==> config.mk <==
export PLATFORM = sky130hd
export DESIGN_NAME = ex_divider
export DESIGN_NICKNAME = d
export VERILOG_FILES = /design/src/rtl/ex_divider.sv
export SDC_FILE = /design/constraint.sdc
export NUM_CORES = 1
export LEC_CHECK = 0
export CORE_UTILIZATION = 35
export DETAILED_ROUTE_END_ITERATION = 8
export GPL_ROUTABILITY_DRIVEN = 0
export SKIP_LAST_GASP = 1
export SYNTH_ARGS = -nofsm -noshare
export SYNTH_HDL_FRONTEND = slang
export SYNTH_SLANG_ARGS = --single-unit
==> constraint.sdc <==
create_clock -name clock -period 10.1 [get_ports clock]
set_input_delay 1.01 -clock clock [delete_from_list [all_inputs] [get_ports clock]]
set_output_delay 1.01 -clock clock [all_outputs]
set_load 0.05 [all_outputs]
==> src/rtl/ex_divider.sv <==
// Iterative radix-2 restoring divider for DIV/DIVU in the EX stage.
// Produces {remainder, quotient} and holds the pipeline via stall_request while busy.
module ex_divider #(
  parameter int DATA_WIDTH = 32
) (
  input  logic                      clock,
  input  logic                      reset,
  input  logic                      start,
  input  logic                      cancel,
  input  logic                      signed_div,
  input  logic [DATA_WIDTH-1:0]     dividend,
  input  logic [DATA_WIDTH-1:0]     divisor,
  output logic [2*DATA_WIDTH-1:0]   result,
  output logic                      ready,
  output logic                      stall_request
);

  localparam int CNT_W = $clog2(DATA_WIDTH);
  localparam logic [CNT_W-1:0] CNT_LAST = CNT_W'(DATA_WIDTH - 1);
  localparam logic [CNT_W-1:0] CNT_ONE  = {{(CNT_W-1){1'b0}}, 1'b1};
  localparam logic [DATA_WIDTH-1:0] W_ONE = {{(DATA_WIDTH-1){1'b0}}, 1'b1};

  typedef enum logic [1:0] {
    IDLE        = 2'd0,
    DIV_BY_ZERO = 2'd1,
    RUNNING     = 2'd2,
    DONE        = 2'd3
  } state_t;

  function automatic logic [DATA_WIDTH-1:0] cond_neg(input logic [DATA_WIDTH-1:0] v,
                                                     input logic en);
    if (en) begin
      cond_neg = ~v + W_ONE;
    end else begin
      cond_neg = v;
    end
  endfunction

  state_t                  state_q, state_d;
  logic [CNT_W-1:0]        count_q, count_d;
  logic [DATA_WIDTH-1:0]   rem_q, rem_d;
  logic [DATA_WIDTH-1:0]   quo_q, quo_d;
  logic [DATA_WIDTH-1:0]   dvs_q, dvs_d;
  logic                    q_neg_q, q_neg_d;
  logic                    r_neg_q, r_neg_d;
  logic [2*DATA_WIDTH-1:0] result_q, result_d;
  logic                    ready_q, ready_d;

  logic [DATA_WIDTH:0]     shifted_s;
  logic [DATA_WIDTH-1:0]   diff_s;
  logic                    qbit_s;
  logic [DATA_WIDTH-1:0]   rem_next_s;
  logic [DATA_WIDTH-1:0]   quo_next_s;

  // One restoring step: the W+1-bit compare is the trial subtract; only the low W
  // bits of the difference survive since a kept remainder is always below the divisor.
  always_comb begin
    shifted_s  = {rem_q, quo_q[DATA_WIDTH-1]};
    qbit_s     = (shifted_s >= {1'b0, dvs_q});
    diff_s     = shifted_s[DATA_WIDTH-1:0] - dvs_q;
    rem_next_s = qbit_s ? diff_s : shifted_s[DATA_WIDTH-1:0];
    quo_next_s = {quo_q[DATA_WIDTH-2:0], qbit_s};
  end

  // Next-state, datapath loads and stall request.
  always_comb begin
    state_d       = state_q;
    count_d       = count_q;
    rem_d         = rem_q;
    quo_d         = quo_q;
    dvs_d         = dvs_q;
    q_neg_d       = q_neg_q;
    r_neg_d       = r_neg_q;
    result_d      = result_q;
    ready_d       = ready_q;
    stall_request = 1'b0;
    case (state_q)
      IDLE: begin
        if (start && !cancel) begin
          stall_request = 1'b1;
          if (divisor == {DATA_WIDTH{1'b0}}) begin
            state_d = DIV_BY_ZERO;
          end else begin
            quo_d   = cond_neg(dividend, signed_div & dividend[DATA_WIDTH-1]);
            dvs_d   = cond_neg(divisor, signed_div & divisor[DATA_WIDTH-1]);
            q_neg_d = signed_div & (dividend[DATA_WIDTH-1] ^ divisor[DATA_WIDTH-1]);
            r_neg_d = signed_div & dividend[DATA_WIDTH-1];
            rem_d   = {DATA_WIDTH{1'b0}};
            count_d = {CNT_W{1'b0}};
            state_d = RUNNING;
          end
        end else begin
          state_d = IDLE;
        end
      end
      DIV_BY_ZERO: begin
        stall_request = 1'b1;
        if (cancel) begin
          state_d = IDLE;
        end else begin
          result_d = {(2*DATA_WIDTH){1'b0}};
          ready_d  = 1'b1;
          state_d  = DONE;
        end
      end
      RUNNING: begin
        stall_request = 1'b1;
        // Cancel wins even over the final iteration; nothing is committed.
        if (cancel) begin
          count_d = {CNT_W{1'b0}};
          ready_d = 1'b0;
          state_d = IDLE;
        end else begin
          rem_d   = rem_next_s;
          quo_d   = quo_next_s;
          count_d = count_q + CNT_ONE;
          if (count_q == CNT_LAST) begin
            result_d = {cond_neg(rem_next_s, r_neg_q), cond_neg(quo_next_s, q_neg_q)};
            ready_d  = 1'b1;
            state_d  = DONE;
          end else begin
            state_d = RUNNING;
          end
        end
      end
      DONE: begin
        if (!start) begin
          result_d = {(2*DATA_WIDTH){1'b0}};
          ready_d  = 1'b0;
          state_d  = IDLE;
        end else begin
          state_d = DONE;
        end
      end
      default: begin
        result_d = {(2*DATA_WIDTH){1'b0}};
        ready_d  = 1'b0;
        state_d  = IDLE;
      end
    endcase
  end

  // State and datapath registers; reset discards any partial result.
  always_ff @(posedge clock or negedge reset) begin
    if (!reset) begin
      state_q  <= IDLE;
      count_q  <= {CNT_W{1'b0}};
      rem_q    <= {DATA_WIDTH{1'b0}};
      quo_q    <= {DATA_WIDTH{1'b0}};
      dvs_q    <= {DATA_WIDTH{1'b0}};
      q_neg_q  <= 1'b0;
      r_neg_q  <= 1'b0;
      result_q <= {(2*DATA_WIDTH){1'b0}};
      ready_q  <= 1'b0;
    end else begin
      state_q  <= state_d;
      count_q  <= count_d;
      rem_q    <= rem_d;
      quo_q    <= quo_d;
      dvs_q    <= dvs_d;
      q_neg_q  <= q_neg_d;
      r_neg_q  <= r_neg_d;
      result_q <= result_d;
      ready_q  <= ready_d;
    end
  end

  assign result = result_q;
  assign ready  = ready_q;

endmodule

# Yosys cells after proc, flatten, opt, wreduce, memory -nomap -nowiden
# Cells that the tools add are included.
# word_totals
ff_bits	170
output_inout_bits	66
wordCells	84
# classes
addsub	6
order_cmp	1
n_eq_ne	11
muxes	36
n_bitwise	9
reduce_logical	12
# ops
operator	count
$mux 32	11
$mux 64	4
$pmux 64 s3	1
$add 32x1->32 const B	4
$not 32->32	4
$pmux 32 s2	2
$ge 33x32->1	1
$logic_not 32->1	1
$sub 32x32->32	1
$mux 5	3
$ne 2x2->1 const B	6
$mux 2	5
$pmux 5 s2	1
$pmux 2 s4	1
$reduce_and 4->1	2
$mux 1	6
$reduce_and 3->1	2
$add 5x1->5 const B	1
$eq 5x5->1 const B	1
$reduce_and 5->1	1
$eq 2x2->1 const B	2
$and 1x1->1	3
$ne 3x3->1 const B	1
$pmux 1 s3	1
other kinds (10)	10

# Logic depth before layout (Yosys ltp)
# logic_depth
ltp_word	8
mapped_depth	26
ltp_nobuf	20

# Least setup slack after synthesis
# OpenSTA, ideal clock, no wires.
# synth_path
path_kind	register to register
startpoint	register rem_q[5]
endpoint	register result_q[52], in the netlist result[52]
setup_ps	135
t_arrival_ps	4857
required_time_ps	9965
setup_slack_ps	5109
stages_incl_launch_ff	24
synth_period_minus_slack_ps	4991
path_cell_list	dfrtp_1 ha_1 clkbuf_2 and4_1 and3_1 a21bo_2 a21oi_4 o2111ai_4 nand2_2 buf_2 buf_2 buf_2 buf_2 a21oi_1 inv_1 ha_1 nand2_1 or3_1 nor3_1 mux2i_1 or2_2 o41ai_2 xnor2_1 o21ai_0
# synth_between
elab_chain_len	8
elab_cells_between_ends	9
# synth_lines
item	line	text
start: declaration	41	logic [DATA_WIDTH-1:0] rem_q, rem_d;
start signal: assignment	148	rem_q <= {DATA_WIDTH{1'b0}};
start signal: assignment	158	rem_q <= rem_d;
$sub 32x32->32 or $ge 33x32->1 (tied branches)	60, 59	
$mux 32 (*)	61	rem_next_s = qbit_s ? diff_s : shifted_s[DATA_WIDTH-1:0];
$not 32->32	33	cond_neg = ~v + W_ONE;
$add 32x1->32	33	
$mux 32 (*)	32	if (en) begin
$mux 64 (*)	117	if (count_q == CNT_LAST) begin
$mux 64 (*)	109	if (cancel) begin
$pmux 64 s3 (*)	77	case (state_q)
end signal: assignment	153	result_q <= {(2*DATA_WIDTH){1'b0}};
end signal: assignment	163	result_q <= result_d;
end: declaration	46	logic [2*DATA_WIDTH-1:0] result_q, result_d;
# Every way passes the cells marked *; elsewhere a longest branch is shown, timed or not. The select of a mux whose other input is x is not followed.
# A chain may end at the register's enable or synchronous reset.

# Worst setup path after layout
# Same ends and word-level chain as after synthesis.

==> summary.txt <==
Logic synthesis
  – Cells after synthesis: 1,475
  – Most used standard cell by instance count after synthesis: sky130_fd_sc_hd__nand2_1
  – Total of flip-flops plus latches after synthesis: 170
  – Net count of the mapped netlist: between 1,500 and 2,000
  – Synth cell types: 81
  – Combined area of all synthesized cells: between 10,000 and 15,000 µm²
  – EDFF count, synth: 0
  – Synth Area per Inst: just over 8 µm²
  – Portion of synthesized cell area occupied by the leading cell type: 0.354
  – Ys flop type: sky130_fd_sc_hd__dfrtp_1
  – Most instantiated cells after synthesis: sky130_fd_sc_hd__nand2_1, sky130_fd_sc_hd__o21ai_0, sky130_fd_sc_hd__dfrtp_1, sky130_fd_sc_hd__a21oi_1, sky130_fd_sc_hd__nor2_1
  – Largest area contributor in the synthesized netlist: sky130_fd_sc_hd__dfrtp_1
  – Leading post-synthesis cells by cell area: sky130_fd_sc_hd__dfrtp_1, sky130_fd_sc_hd__o21ai_0, sky130_fd_sc_hd__nand2_1
  – Share of synthesized area occupied by flip-flops and latches: 0.354
  – Post-synth ARST share: 1.00
  – Yosys warning total: 0

CTS
  – Root buf cell: sky130_fd_sc_hd__clkbuf_16
  – Post-CTS repair timing setup buffer count: 0
  – Clock transition at the register clock pins on the worst setup and hold paths after CTS: ~70 ps
  – CTS H-tree depth: 4
  – Max Root-Sink Buffers: 2
  – Later-pin clock latency in the skew report: 440 ps
  – Hold buffers post-CTS: 0
  – Clock tree from TritonCTS: built
  – Cts bufs inserted: 17
  – Sink Count: 170
  – Number of gates resized after cts: 0

Setup path
  – Startpoint-to-endpoint class of the critical path: reg -> reg
  – Max FO, Critical Path: 51
  – Endpoint kind of the worst setup timing path: flop
  – R2r setup slk: roughly 4300 ps
  – Arrival time reported for the critical path endpoint: roughly 6000 ps
  – Setup crit start: rem_q[5]
  – Kind of start point of the critical path: flop
  – R2R Path Start: rem_q[5]
  – Worst Path Required: 10,390 ps

Run status
  – Result of the run: finished, final reports clean

Floorplan
  – Standard-cell row count: 67
  – Starting density of the core: 0.357
  – Floorplan die area: about 35,000 µm²
  – Number of top-level design ports: 135
  – Die Width: around 190 µm
  – Floorplan core area: 33,700 µm²
  – Die span in y: 187 µm

Final layout
  – Number of antenna diodes: 0
  – Fill cell total of the finished layout: between 3,000 and 4,000
  – Post-synthesis to final-layout area growth: 18.3%
  – Net count of the finished layout: between 1,500 and 2,000
  – Layout cell share with drive strength beyond 1: 0.0446

Global routing
  – Number of global-route vias before repair: ~10,000
  – Met2 GRT Util: 0.288
  – Top Usage Layer GRT: met1
  – Met1 layer usage reported by global route: 0.296
  – Pin count of the biggest net entering global routing: 99
  – First-pass GRT wire length: roughly 56 mm
  – Total routing resource utilization after global routing: 0.195
  – Antenna violations before repair: 0
  – GR met3 Demand/Resource: 0.0242
  – Residual overflow from global routing: 0

Drt
  – Number of remaining DRC errors: 0
  – Post-route antenna net violation count: 0
  – Vias: 10,900
  – Wirelength, routed: 34.0 mm
  – Detailed-route wire length per cell: ~17 µm
  – Number of detailed-route iterations in the first pass: 5
  – Per-cell via count in the routed design: about 5.4
  – DRC marker count from the first detailed-route iteration: ~1,000

Timing
  – Largest clock skew in the final design: about 14 ps
  – Final max-slew violation count: 0
  – Tcrit/Tclk final: 0.570
  – Setup repair after global routing missed its margin: false
  – Time the worst path needs with I/O delays and setup: approximately 5800 ps
  – Final sum of negative setup slack: 0 ps
  – Highest attainable clock frequency: 174 MHz
  – Number of setup violations in the final report: 0
  – Transition time at the pin with the least slew margin: 1170 ps
  – Worst slew margin relative to its limit: 0.221
  – Hold Vio Cnt, Final: 0

Place
  – # port buffers: 134
  – Final HPWL from detailed placement: approximately 25 mm

Power and ir drop
  – Post-route total power: 2.08 mW
  – Leak pwr: between 5 and 6 nW
  – VDD IR max: approximately 0.12 mV
  – Pwr Density: 146 nW/µm²

Run
  – Number of maximum-capacitance constraint violations: 0

Hold path
  – Worst hold path class: reg -> reg
  – Startpoint of the worst hold path: result[16]
[routing by layer]
| metal | part of all wire | vias to the layer above |
|---|---|---|
| met5 | 0 | - |
| met4 | 0.013 | 0 |
| met3 | 0.061 | 31 |
| met2 | 0.43 | 354 |
| met1 | 0.50 | 5113 |
| li1 | - | 5374 |
[flip-flops by register name, summed over array words and instances, names as in the netlist, 2 cells and up]
| register | flops |
|---|---|
| rem_q | 32 |
| quo_q | 32 |
| state_q | 2 |
| result | 64 |
| dvs_q | 32 |
| count_q | 5 |
[final timing paths]
kind	cells after the start	endpoint
worst min-delay path	2	result[16]
worst max-delay path	19	result[52]
min in group asynchronous	1	result[25]
max in group asynchronous	2	count_q[0]
worst min register to register	2	result[16]
worst max register to register	19	result[52]
[cells in the final DEF, fill, tap and decap left out, drive strengths merged, types with 7 or more instances in the layout]
cell type / netlist / routed
dfrtp: 170 / 170
xnor2: 66 / 66
and3: 14 / 14
clkbuf: 53 / 17
o31ai: 29 / 29
clkdlybuf4s50: 0 / 133
inv: 57 / 66
nor2b: 8 / 8
nand2: 251 / 251
a21oi: 105 / 105
and2: 7 / 7
o21ai: 216 / 216
a21o: 15 / 15
a22o: 10 / 10
a211oi: 10 / 10
ha: 43 / 43
or2: 8 / 8
xor2: 75 / 75
nor4: 15 / 15
o41ai: 11 / 11
nor3: 33 / 33
or3: 24 / 24
mux2i: 28 / 28
a31oi: 8 / 8
nand4: 8 / 8
nand3: 20 / 20
or4: 15 / 15
nor2: 88 / 88
[cell families after synthesis]
kind of cell,after synthesis,share of synthesized area
adders and majority gates,44,0.0464
AOI/OAI and AO/OA,453,0.234
muxes,28,0.0233
DFF,170,0.354
and+or+nand+nor,507,0.194
xor gates and xnor gates,141,0.103
buffers and inverters,132,0.0464
[cell type report]
| cell class | instances | area [µm²] | area share |
|---|---|---|---|
| multi-input combinational | 1173 | 7230 | 0.508 |
| inverter | 57 | 214 | 0.0150 |
| tap | 448 | 561 | 0.0394 |
| clock buffer | 17 | 425 | 0.0299 |
| sequential | 170 | 4250 | 0.299 |
| timing repair buffer | 139 | 1380 | 0.0970 |
| clock inverter | 15 | 169 | 0.0119 |
[where the power goes]
group,internal [mW],total [mW],switching [mW]
combinational,0.225,0.586,0.361
clock,0.354,0.677,0.323
sequential,0.742,0.817,0.0751
total,1.32,2.08,0.759
[stage by stage]
step / instances / instance area, µm² / utilization / hold slack (ps) / setup WS [ps]
6_report: 2019 / 14200 / 0.422 / 479 / 4340
5_1_grt: 2019 / 14200 / 0.422 / 507 / 3840
2_1_floorplan: 1475 / 12000 / - / 450 / 5110
4_1_cts: 2019 / 14200 / 0.422 / 488 / 4390
3_3_place_gp: 1987 / 13600 / 0.405 / 460 / 4490
3_5_place_dp: 1987 / 13600 / 0.405 / 471 / 4400
[worst max-delay path, stage by stage, from the launching register on]
cell and delay (ps):
sky130_fd_sc_hd__dfrtp_1 480, sky130_fd_sc_hd__ha_1 440, sky130_fd_sc_hd__and4_1 270, sky130_fd_sc_hd__and3_1 220
sky130_fd_sc_hd__a21bo_2 260, sky130_fd_sc_hd__a21oi_4 210, sky130_fd_sc_hd__o2111ai_4 250, sky130_fd_sc_hd__nand2_2 130
sky130_fd_sc_hd__buf_4 570, sky130_fd_sc_hd__inv_2 420, sky130_fd_sc_hd__mux2i_1 380, sky130_fd_sc_hd__ha_1 230
sky130_fd_sc_hd__nand2_1 70, sky130_fd_sc_hd__or3_1 340, sky130_fd_sc_hd__nor3_1 150, sky130_fd_sc_hd__mux2i_1 190
sky130_fd_sc_hd__or2_2 390, sky130_fd_sc_hd__o41ai_2 360, sky130_fd_sc_hd__xnor2_1 160, sky130_fd_sc_hd__o21ai_0 80
(Power assumes the default switching activity.)
